===== src/rtl/b_c_solver.sv =====
// Bulls-only code breaker: walks every unlocked digit upward until a bull
// pins it, then holds it while the remaining digits keep searching.
module b_c_solver #(
    parameter int unsigned MAX_TRIES = 8
) (
    input  logic       clk,
    input  logic       rst,
    input  logic       start,
    input  logic       score_valid,
    input  logic [3:0] bulls,
    input  logic [3:0] cows,
    output logic [2:0] guess_A,
    output logic [2:0] guess_B,
    output logic [2:0] guess_C,
    output logic [2:0] guess_D,
    output logic       guess_valid,
    output logic [3:0] locked,
    output logic [3:0] attempts,
    output logic [3:0] last_bulls,
    output logic [3:0] last_cows,
    output logic       busy,
    output logic       solved,
    output logic       failed
);

    localparam logic [3:0] TRIES_LIMIT = 4'(MAX_TRIES);

    typedef enum logic [2:0] {
        S_IDLE,
        S_GUESS,
        S_EVAL,
        S_DONE,
        S_FAIL
    } state_t;

    state_t          state_q, state_d;
    logic [3:0][2:0] digit_q, digit_d;
    logic [3:0]      locked_q, locked_d;
    logic [3:0]      attempts_q, attempts_d;
    logic [3:0]      last_bulls_q, last_bulls_d;
    logic [3:0]      last_cows_q, last_cows_d;
    logic            solved_q, solved_d;
    logic            failed_q, failed_d;
    logic            inconsistent;

    // A bull missing on an already-confirmed position means the scorer contradicted itself.
    assign inconsistent = |(locked_q & ~last_bulls_q);

    // State and datapath registers; reset clears everything without waiting for a clock.
    always_ff @(posedge clk or posedge rst) begin
        if (rst) begin
            state_q      <= S_IDLE;
            digit_q      <= '0;
            locked_q     <= '0;
            attempts_q   <= '0;
            last_bulls_q <= '0;
            last_cows_q  <= '0;
            solved_q     <= 1'b0;
            failed_q     <= 1'b0;
        end else begin
            state_q      <= state_d;
            digit_q      <= digit_d;
            locked_q     <= locked_d;
            attempts_q   <= attempts_d;
            last_bulls_q <= last_bulls_d;
            last_cows_q  <= last_cows_d;
            solved_q     <= solved_d;
            failed_q     <= failed_d;
        end
    end

    // Next-state: accept a score in GUESS, judge it in EVAL, restart from any idle state.
    always_comb begin
        state_d      = state_q;
        digit_d      = digit_q;
        locked_d     = locked_q;
        attempts_d   = attempts_q;
        last_bulls_d = last_bulls_q;
        last_cows_d  = last_cows_q;
        solved_d     = solved_q;
        failed_d     = failed_q;

        case (state_q)
            S_IDLE, S_DONE, S_FAIL: begin
                if (start) begin
                    digit_d      = '0;
                    locked_d     = '0;
                    attempts_d   = '0;
                    last_bulls_d = '0;
                    last_cows_d  = '0;
                    solved_d     = 1'b0;
                    failed_d     = 1'b0;
                    state_d      = S_GUESS;
                end
            end
            S_GUESS: begin
                if (score_valid) begin
                    last_bulls_d = bulls;
                    last_cows_d  = cows;
                    attempts_d   = attempts_q + 4'd1;
                    state_d      = S_EVAL;
                end
            end
            S_EVAL: begin
                if (inconsistent) begin
                    failed_d = 1'b1;
                    state_d  = S_FAIL;
                end else if (last_bulls_q == 4'b1111) begin
                    locked_d = '1;
                    solved_d = 1'b1;
                    state_d  = S_DONE;
                end else if (attempts_q == TRIES_LIMIT) begin
                    failed_d = 1'b1;
                    state_d  = S_FAIL;
                end else begin
                    // Freshly bulled positions are frozen in the same step they are confirmed.
                    locked_d = locked_q | last_bulls_q;
                    for (int unsigned i = 0; i < 4; i++) begin
                        if (!locked_d[i]) begin
                            digit_d[i] = digit_q[i] + 3'd1;
                        end
                    end
                    state_d = S_GUESS;
                end
            end
            default: state_d = S_IDLE;
        endcase
    end

    assign guess_A     = digit_q[0];
    assign guess_B     = digit_q[1];
    assign guess_C     = digit_q[2];
    assign guess_D     = digit_q[3];
    assign guess_valid = (state_q == S_GUESS);
    assign busy        = (state_q == S_GUESS) || (state_q == S_EVAL);
    assign locked      = locked_q;
    assign attempts    = attempts_q;
    assign last_bulls  = last_bulls_q;
    assign last_cows   = last_cows_q;
    assign solved      = solved_q;
    assign failed      = failed_q;

endmodule


===== config.mk =====
export PLATFORM = sky130hd
export DESIGN_NAME = b_c_solver
export DESIGN_NICKNAME = d
export VERILOG_FILES = /design/src/rtl/b_c_solver.sv
export SDC_FILE = /design/constraint.sdc
export NUM_CORES = 1
export LEC_CHECK = 0
export BUFFER_PORTS_ARGS = -buffer_cell sky130_fd_sc_hd__buf_2
export CORE_MARGIN = 3
export CORE_UTILIZATION = 47
export CTS_CLUSTER_SIZE = 14
export DETAILED_ROUTE_END_ITERATION = 8
export PLACE_DENSITY = 0.75
export RECOVER_POWER = 25
export SLEW_MARGIN = 20
export SYNTH_ARGS = -nofsm -noshare
export SYNTH_HDL_FRONTEND = slang
export SYNTH_SLANG_ARGS = --single-unit

===== constraint.sdc =====
create_clock -name clk -period 1.5 [get_ports clk]
set_input_delay 0.3 -clock clk [delete_from_list [all_inputs] [get_ports clk]]
set_output_delay 0.3 -clock clk [all_outputs]
set_load 0.02 [all_outputs]

# Word-level counts from Yosys, hierarchy flattened
# Index checks and enable logic that the tools add are counted.
# Widths: inputs -> output; s select.
[op_classes]
n_addsub = 5
mul = 0
n_div = 0
magnitude_cmp = 0
eq_ne = 19
shifts = 0
n_mux = 34
bitwise_logic = 3
n_reduce_logical = 15
[ops]
columns = ["cell", "count"]
rows = [
  ["$mux 12", 4],
  ["$pmux 4 s2", 4],
  ["$mux 4", 7],
  ["$mux 3", 9],
  ["$pmux 12 s2", 1],
  ["$reduce_and 6->1", 4],
  ["$ne 2x2->1 const B", 10],
  ["$add 3x1->3 const B", 4],
  ["$reduce_and 4->1", 3],
  ["$ne 3x3->1 const B", 3],
  ["$pmux 3 s3", 1],
  ["$eq 4x4->1 const B", 2],
  ["$eq 3x2->1 const B", 2],
  ["$mux 1", 6],
  ["$add 4x1->4 const B", 1],
  ["$and 4x4->4", 1],
  ["$not 4->4", 1],
  ["$or 4x4->4", 1],
  ["$pmux 1 s2", 2],
  ["$reduce_bool 2->1", 2],
  ["$reduce_or 4->1", 1],
  ["$eq 3x1->1 const B", 1],
  ["$eq 3x3->1 const B", 1],
  ["$logic_not 3->1", 1],
  ["4 further kinds", 4],
]
[totals]
regBits = 33
latch_bits = 0
ram_bits = 0
romBits = 0
wordCells = 87
n_memories = 0

# Depth between registers and ports, before layout
# Gate-level depths: netlist of the first run.
[logic_depth]
ltp_word = 6
ltp_mapped = 7

# Worst setup path after synthesis of the first run
# Ideal clock, no wire load.
[synth_timing]
path_type = "flip-flop to flip-flop"
start = "register attempts_q[0], in the netlist attempts[0]"
end = "register digit_q, in the netlist guess_A[2]"
t_arrival_ps = 1633
t_required_ps = 1374
path_slack_ps = -259
stages_incl_launch_ff = 7
path_buffers = 1
period_less_slack_ps = 1759
path_cell_list = "dfrtp_1 > inv_1 > ha_1 > and3b_1 > buf_2 > nand3b_4 > a311o_1"
[synth_via]
elab_chain_cells = 3
[synth_lines]
columns = ["element", "line_no", "text"]
rows = [
  ["start: declaration", "39", "logic [3:0] attempts_q, attempts_d;"],
  ["start signal: assignment", "64", "attempts_q <= attempts_d;"],
  ["$eq 4x4->1", "112", "end else if (attempts_q == TRIES_LIMIT) begin"],
  ["$ne 2x2->1 (no source line)", "--", ""],
  ["$reduce_and 6->1 (no source line)", "--", ""],
  ["end signal: assignment", "62", "digit_q <= digit_d;"],
  ["end: declaration", "37", "logic [3:0][2:0] digit_q, digit_d;"],
]
# No other way between the ends.
# A chain may end at the register's enable or synchronous reset.

# Worst setup path after layout of the first run
[layout_timing]
start = "register state_q[2]"
end = "register digit_q, in the netlist guess_A[0]"
[layout_via]
elab_chain_cells = 4
word_cells_on_any_way = 13
cone_classes = "eq/ne (8); mux (1); reduce/logical (4)"
[layout_lines]
columns = ["element", "line_no", "text"]
rows = [
  ["start: declaration", "36", "state_t state_q, state_d;"],
  ["start signal: assignment", "61", "state_q <= state_d;"],
  ["$eq 3x2->1 (tied with other cells)", "83", "case (state_q)"],
  ["$reduce_or 3->1", "83", ""],
  ["$ne 2x2->1 (no source line) or $reduce_bool 2->1 (tied branches)", "--", ""],
  ["$reduce_and 6->1 (no source line)", "--", ""],
]
# Parallel ways exist; a longest one is shown, timed or not.

==> metrics.txt, run 1 <==
master of the slowest instance on the critical path sky130_fd_sc_hd__dfrtp_2; final sum of negative setup slack -3.367 ns; cell family with the largest share of critical-path delay simple AND/OR/NAND/NOR gates; type of the worst setup path flip-flop to flip-flop; number of design-rule violations left by the first detailed-router iteration 160; placed inst area 2326 um^2; share of layout cells above drive strength 1 65.54%; vias in the first global route 1814; Peak supply drop 1483 uV; worst relative slew slack 43.41%; aggregate global routing overflow 0; required time reported for the critical path endpoint 1.68 ns; Critical path buffers and inverters 1; Critical Path Fanout Max 4; wire length of the first global-routing pass 8562 um; Crit path largest cell delay 0.44 ns; instance count on the critical path 5; fraction of met1 tracks used by global routing 29.36%; P_leak 1.383 nW; routed length per placed instance 19.62 um; kind of start point of the critical path flip-flop; number of distinct library cells after synthesis 50; clock-pin slew reported for the worst setup and hold paths after clock tree synthesis 0.07 ns; clock sink count 33; met2 usage 43.86%; final design instance area without fill 2912 um^2; YS warnings 0; Gate Count Post-Synth 161; met3 track utilization from global routing 4.992%; final core utilization 83.32%; n_diodes 0; global route hottest layer met2; number of antenna violations at the first check in global routing 0; Antenna Violating Nets Remaining 0; number of synthesized flops with an enable pin 0; unrepaired setup endpoints after global routing true; number of rows created at floorplan 21; final critical-path setup slack -0.2143 ns; Layout Nets 284; count of cells along the worst hold path 2; flip-flop cell with the highest count after synthesis sky130_fd_sc_hd__dfrtp_1; number of iterations in the first detailed-routing pass 4; clock skew after layout 0.005541 ns; ordered cell list for the critical path or3b_4 > buf_6 > nor3b_4 > o32a_1 > a21oi_1; Final min period 1.714 ns; standard cell core area 3495 um^2; detailed placer's ending HPWL 3572 um; DIE HEIGHT 67.68 um; largest net degree at the start of global routing 34; violations in the final reports setup timing; via count 1887; ys async rst share 100.0%; register area share after synthesis 46.19%; netlist area before placement 1788 um^2; Root Buffer Master sky130_fd_sc_hd__clkbuf_8; post-synthesis net count 179; Syn Area/Cell 11.11 um^2; area overhead of the layout relative to synthesis 62.84%; number of buffers inserted during clock tree synthesis 5; RD Place Congestion 0.9243; Worst Setup End Kind flip-flop; Avg Vias per Cell 6.029; count of port buffers added during placement 43; clock network latency to the later pin of the worst-skew pair 0.29 ns; number of buffers added to fix hold violations after cts 0; overall routed net length 6142 um; I/O pin count 44; Setup Viol. Count Final 34; result of the run finished with violations; FF+latch count, synth 33; # DRC 0; Die W 67.68 um; fin. max-slew vios 0; data arrival time of the critical path 1.89 ns; area of the die 4581 um^2; clk buf depth 2; CTS H-Tree Depth 2; total design power 7.080 mW; total power per unit cell area 2432 nW/um^2; Worst R2R Path Depth 5; actual transition at the worst max-transition pin 0.8489 ns; count of maximum capacitance violations 0; path type of the worst min-delay path input pin to flip-flop; crit share post-route 114.3%; GR Util All Layers 25.39%; CTS tree built; highest clock rate 583.3 MHz; Worst Hold Margin 0.2154 ns; initial core utilization 51.16%; endpoints failing hold 0
## power by group
part	leakage, nW	internal [mW]	switching (mW)
registers	0.428	1.22	0.328
clock network	0.0439	0.320	0.346
logic	0.911	2.36	2.51
## worst register-to-register path: cells and delay by family, from the launching register on
family / cells / cell delay [ns]
simple gates: 2 / 0.69
flops: 1 / 0.44
compound gates: 2 / 0.33
buf+inv: 1 / 0.14
## worst paths after layout
path	endpoint	slack (ns)	start
worst max-delay path	guess_A[0]	-0.21	state_q[2]
worst min-delay path	last_cows[0]	0.22	cows[0]
worst max register to register	guess_A[0]	-0.21	state_q[2]
worst min register to register	solved	0.49	solved
max in group asynchronous	state_q[2]	0.67	rst
min in group asynchronous	last_cows[3]	0.24	rst
## cell type report
cell class	count	area, um^2
flip-flops and latches	33	838.3
well taps	46	57.56
fillers	180	583.1
repair buffers	104	744.5
clock inverters	3	17.52
inverters	6	22.52
clock buffers	5	68.82
multi-input cells	116	1162
## placed cells by master (no fill, tap or decap), drive strengths merged, types with 6 or more instances in the layout
master  count
a22o       11
clkbuf      6
buf       103
a21oi      11
inv         6
nor3        7
dfrtp      33
nand2       7
ha          6
o21ai      10
## routing by layer
metal / vias to the layer above / share of wire (%)
met5: - / 0
met4: 0 / 3.4
met3: 26 / 7.9
met2: 112 / 50
met1: 921 / 39
li1: 828 / -
## flip-flops by register name, summed over array words and instances, names as in the netlist
register / flops
last_bulls: 4
guess_A: 3
guess_D: 3
last_cows: 4
guess_B: 3
locked: 4
failed: 1
state_q: 3
solved: 1
guess_C: 3
attempts: 4
## cell usage after synthesis, drive strengths merged, types with 2 or more instances
cell     count  area [um^2]
a31oi        4        25.02
nand3b       2        27.53
nor3b        3        45.05
or2b         2        15.01
nor4         3        37.54
a32o         3        30.03
inv          6        22.52
o21ai       10        57.55
a21oi       11        58.81
nand3        2        10.01
nand2        7        26.28
o21a         2        15.01
ha           6        75.07
nor2         5        18.77
o22a         3        26.28
nor2b        2        12.51
nor3         7        35.03
nand2b       5        31.28
and4         2        17.52
nand4        2        18.77
dfrtp       33        825.8
a22o        11        96.34
buf          5        33.78
or3          2        12.51
o2bb2ai      2        17.52
mux2         4        52.55
or3b         5        46.30
## logic make-up after synthesis
kind of cell               Yosys count  synth area share, %
adders and majority gates            6                4.199
AOI/OAI and AO/OA                   53                21.69
and+or+nand+nor                     53                21.56
buffers and inverters               12                3.428
muxes                                4                2.939
DFF                                 33                46.19
## stage by stage
stage | std cells | setup WS, ns
after global routing | 313 | -0.2593
after detailed placement | 282 | -0.1483
after CTS | 301 | -0.1544
after global placement | 282 | -0.07846
final | 313 | -0.2143
after floorplan | 161 | -0.1019
## what timing repair did
item | CTS | global route
gates resized for setup | 45 | 33
setup endpoints to repair | 33 | 34
gates cloned | 0 | 1
pin swaps | 26 | 28
buffers inserted | 11 | 11
Note: power is estimated with default switching activity, not from simulation.
==> inputs of run 2 (changes only) <==
CORE_UTILIZATION = 50   (was 47)
CTS_BUF_LIST = sky130_fd_sc_hd__clkbuf_4   (was default)
PLACE_DENSITY = 0.79   (was 0.75)
==> run 2 against run 1 <==
The flow still finishes with violations (setup timing). Sequential cell count unchanged. Clock power decreased by 24%. Non-clock buffer count increased by 3. Die area decreased by 5.5%. Wire length increased by 9.0%. Register-to-register slack got worse by 0.04 ns. Critical endpoint is now guess_A[2]. Critical path depth unchanged. Clock skew increased by 0.0086 ns. Sequential power about the same. Largest power group unchanged. Worst setup slack got worse by 0.040 ns.
==> metrics.txt, run 2 (synthesis results as in run 1) <==
worst hold start cows[0]; launching point of the worst reg2reg path state_q[2]; number of antenna violations at the first check in global routing 0 (unchanged); ordered cell list for the critical path or3b_4 > buf_4 > nor3b_4 > and4b_1 > a311o_1; Final min period 1.754 ns (+0.03992 ns); data arrival time of the critical path 2.05 ns (+0.16 ns); count of cells along the worst hold path 2 (unchanged); I/O pin count 44 (unchanged); Worst R2R Path Depth 5 (unchanged); worst relative slew slack 43.81% (+0.41 points); via count 1980 (+4.9%); area overhead of the layout relative to synthesis 59.97%; clock sink count 33 (unchanged); actual transition at the worst max-transition pin 0.8428 ns (-0.006078 ns); vias in the first global route 1933 (+6.6%); Avg Vias per Cell 6.266 (+3.9%); Worst Setup End Kind flip-flop; GR Util All Layers 28.33% (+2.9 points); count of port buffers added during placement 43 (unchanged); largest net degree at the start of global routing 34 (unchanged); Setup Viol. Count Final 24 (-29%); kind of start point of the critical path flip-flop; CTS tree built; wire length of the first global-routing pass 9197 um (+7.4%); end of the worst hold path last_cows[0]; Crit Reg-Reg Endpoint guess_A[2]; area of the die 4330 um^2 (-5.5%); Critical path buffers and inverters 1 (unchanged); number of buffers inserted during clock tree synthesis 5 (unchanged); type of the worst setup path flip-flop to flip-flop; P_leak 1.366 nW (-1.2%); number of standard cells in the final layout excluding fillers 316 (+0.96%); highest clock rate 570.0 MHz (-2.3%); aggregate global routing overflow 0 (unchanged); number of iterations in the first detailed-routing pass 4 (unchanged); Crit path largest cell delay 0.46 ns (+0.02 ns); # DRC 0 (unchanged); cell family with the largest share of critical-path delay simple AND/OR/NAND/NOR gates; RD Place Congestion 0.9930 (+7.4%); result of the run finished with violations; crit share post-route 116.9% (+2.7 points); violations in the final reports setup timing; CTS H-Tree Depth 2 (unchanged); commonest cells after routing, fill and taps aside 48 x sky130_fd_sc_hd__buf_4, 41 x sky130_fd_sc_hd__buf_2, 23 x sky130_fd_sc_hd__dfrtp_1; clk buf depth 2 (unchanged); R2R Setup Slk -0.25 ns (-0.04 ns); standard cell core area 3390 um^2 (-3.0%); clock-pin slew reported for the worst setup and hold paths after clock tree synthesis 0.11 ns (+0.04 ns); final critical-path setup slack -0.2542 ns (-0.03992 ns); count of maximum capacitance violations 0 (unchanged); share of layout cells above drive strength 1 65.19% (-0.36 points); number of design-rule violations left by the first detailed-router iteration 202 (+26%); Root Buffer Master sky130_fd_sc_hd__clkbuf_4; Critical Path Fanout Max 5 (+1); DIE HEIGHT 65.80 um (-2.8%); number of instances in the placed design 287 (+1.8%); n_diodes 0 (unchanged); detailed placer's ending HPWL 3560 um (-0.34%); Place WS -0.1256 ns (+0.02263 ns); unrepaired setup endpoints after global routing true; Antenna Violating Nets Remaining 0 (unchanged); Die W 65.80 um (-2.8%); fin. max-slew vios 0 (unchanged); required time reported for the critical path endpoint 1.79 ns (+0.11 ns); routed length per placed instance 21.19 um (+8.0%); clock skew after layout 0.01418 ns (+0.008638 ns); endpoints failing hold 0 (unchanged); Peak supply drop 1314 uV (-11%); Layout Nets 287 (+1.1%); overall routed net length 6695 um (+9.0%); total power per unit cell area 2430 nW/um^2 (about the same); initial core utilization 52.75% (+1.6 points); clock network latency to the later pin of the worst-skew pair 0.36 ns (+0.07 ns); most frequent standard cell in the layout excluding fill and tap cells sky130_fd_sc_hd__buf_4; path type of the worst min-delay path input pin to flip-flop; number of rows created at floorplan 21 (unchanged); master of the slowest instance on the critical path sky130_fd_sc_hd__dfrtp_2
[run 2: area by class of cell]
| cell class | instances | area [um^2] |
|---|---|---|
| multi-input cells | 116 | 1130 |
| flip-flops and latches | 33 | 838.3 |
| repair buffers | 107 | 762.0 |
| fillers | 173 | 529.3 |
| well taps | 46 | 57.56 |
| clock buffers | 5 | 37.54 |
| inverters | 6 | 22.52 |
| clock inverters | 3 | 12.51 |
[run 2: worst max-delay path by stage]
stage | depth (start not counted) | slack, ns | start | end
final | 5 | -0.25 | state_q[2] | guess_A[2]
after global routing | 5 | -0.28 | state_q[2] | guess_A[2]
after CTS | 3 | -0.21 | state_q[2] | busy
after detailed placement | 6 | -0.13 | state_q[1] | guess_B[0]
after global placement | 7 | -0.13 | attempts[0] | guess_D[0]
after floorplan | 7 | -0.10 | attempts[0] | guess_B[0]
[run 2: metal layers]
layer | wire length (um) | share of wire [%] | track usage [%] | up-vias
met3 | 515 | 7.7 | 7.313 | 28
met5 | 0 | 0 | 0 | -
li1 | - | - | - | 834
met4 | 258 | 3.9 | 15.80 | 0
met1 | 2710 | 40 | 32.35 | 984
met2 | 3211 | 48 | 47.81 | 134
[run 2: worst reg2reg max path, stage by stage, from the launching register on]
cell and delay, ns:
sky130_fd_sc_hd__dfrtp_2 0.46, sky130_fd_sc_hd__or3b_4 0.40, sky130_fd_sc_hd__buf_4 0.17, sky130_fd_sc_hd__nor3b_4 0.28
sky130_fd_sc_hd__and4b_1 0.26, sky130_fd_sc_hd__a311o_1 0.14
[run 2: repair_timing]
action,4_1_cts,5_1_grt
endpoints found under the setup margin,30,37
hold buffers,0,0
buffers inserted,12,11
resized for setup,44,31
pin swaps,12,17
gates cloned,0,1
[run 2: where the power goes]
| group | total [mW] | switching [mW] | internal [mW] |
|---|---|---|---|
| Clock | 0.503 | 0.334 | 0.169 |
| Combinational | 4.90 | 2.56 | 2.34 |
| Sequential | 1.55 | 0.331 | 1.22 |
[run 2: stage by stage]
stage / utilization (%) / hold WS, ns / power (mW) / setup TNS, ns / instance area, um^2
after floorplan: - / 0.4285 / 3.417 / -0.6355 / 1813
after global placement: 69.73 / 0.4079 / 4.725 / -0.5298 / 2364
after detailed placement: 69.73 / 0.4191 / 4.873 / -1.600 / 2364
after CTS: 78.89 / 0.02856 / 6.140 / -1.678 / 2674
after global routing: 84.39 / 0.1332 / 7.244 / -4.824 / 2860
final: 84.39 / 0.1553 / 6.950 / -3.607 / 2860
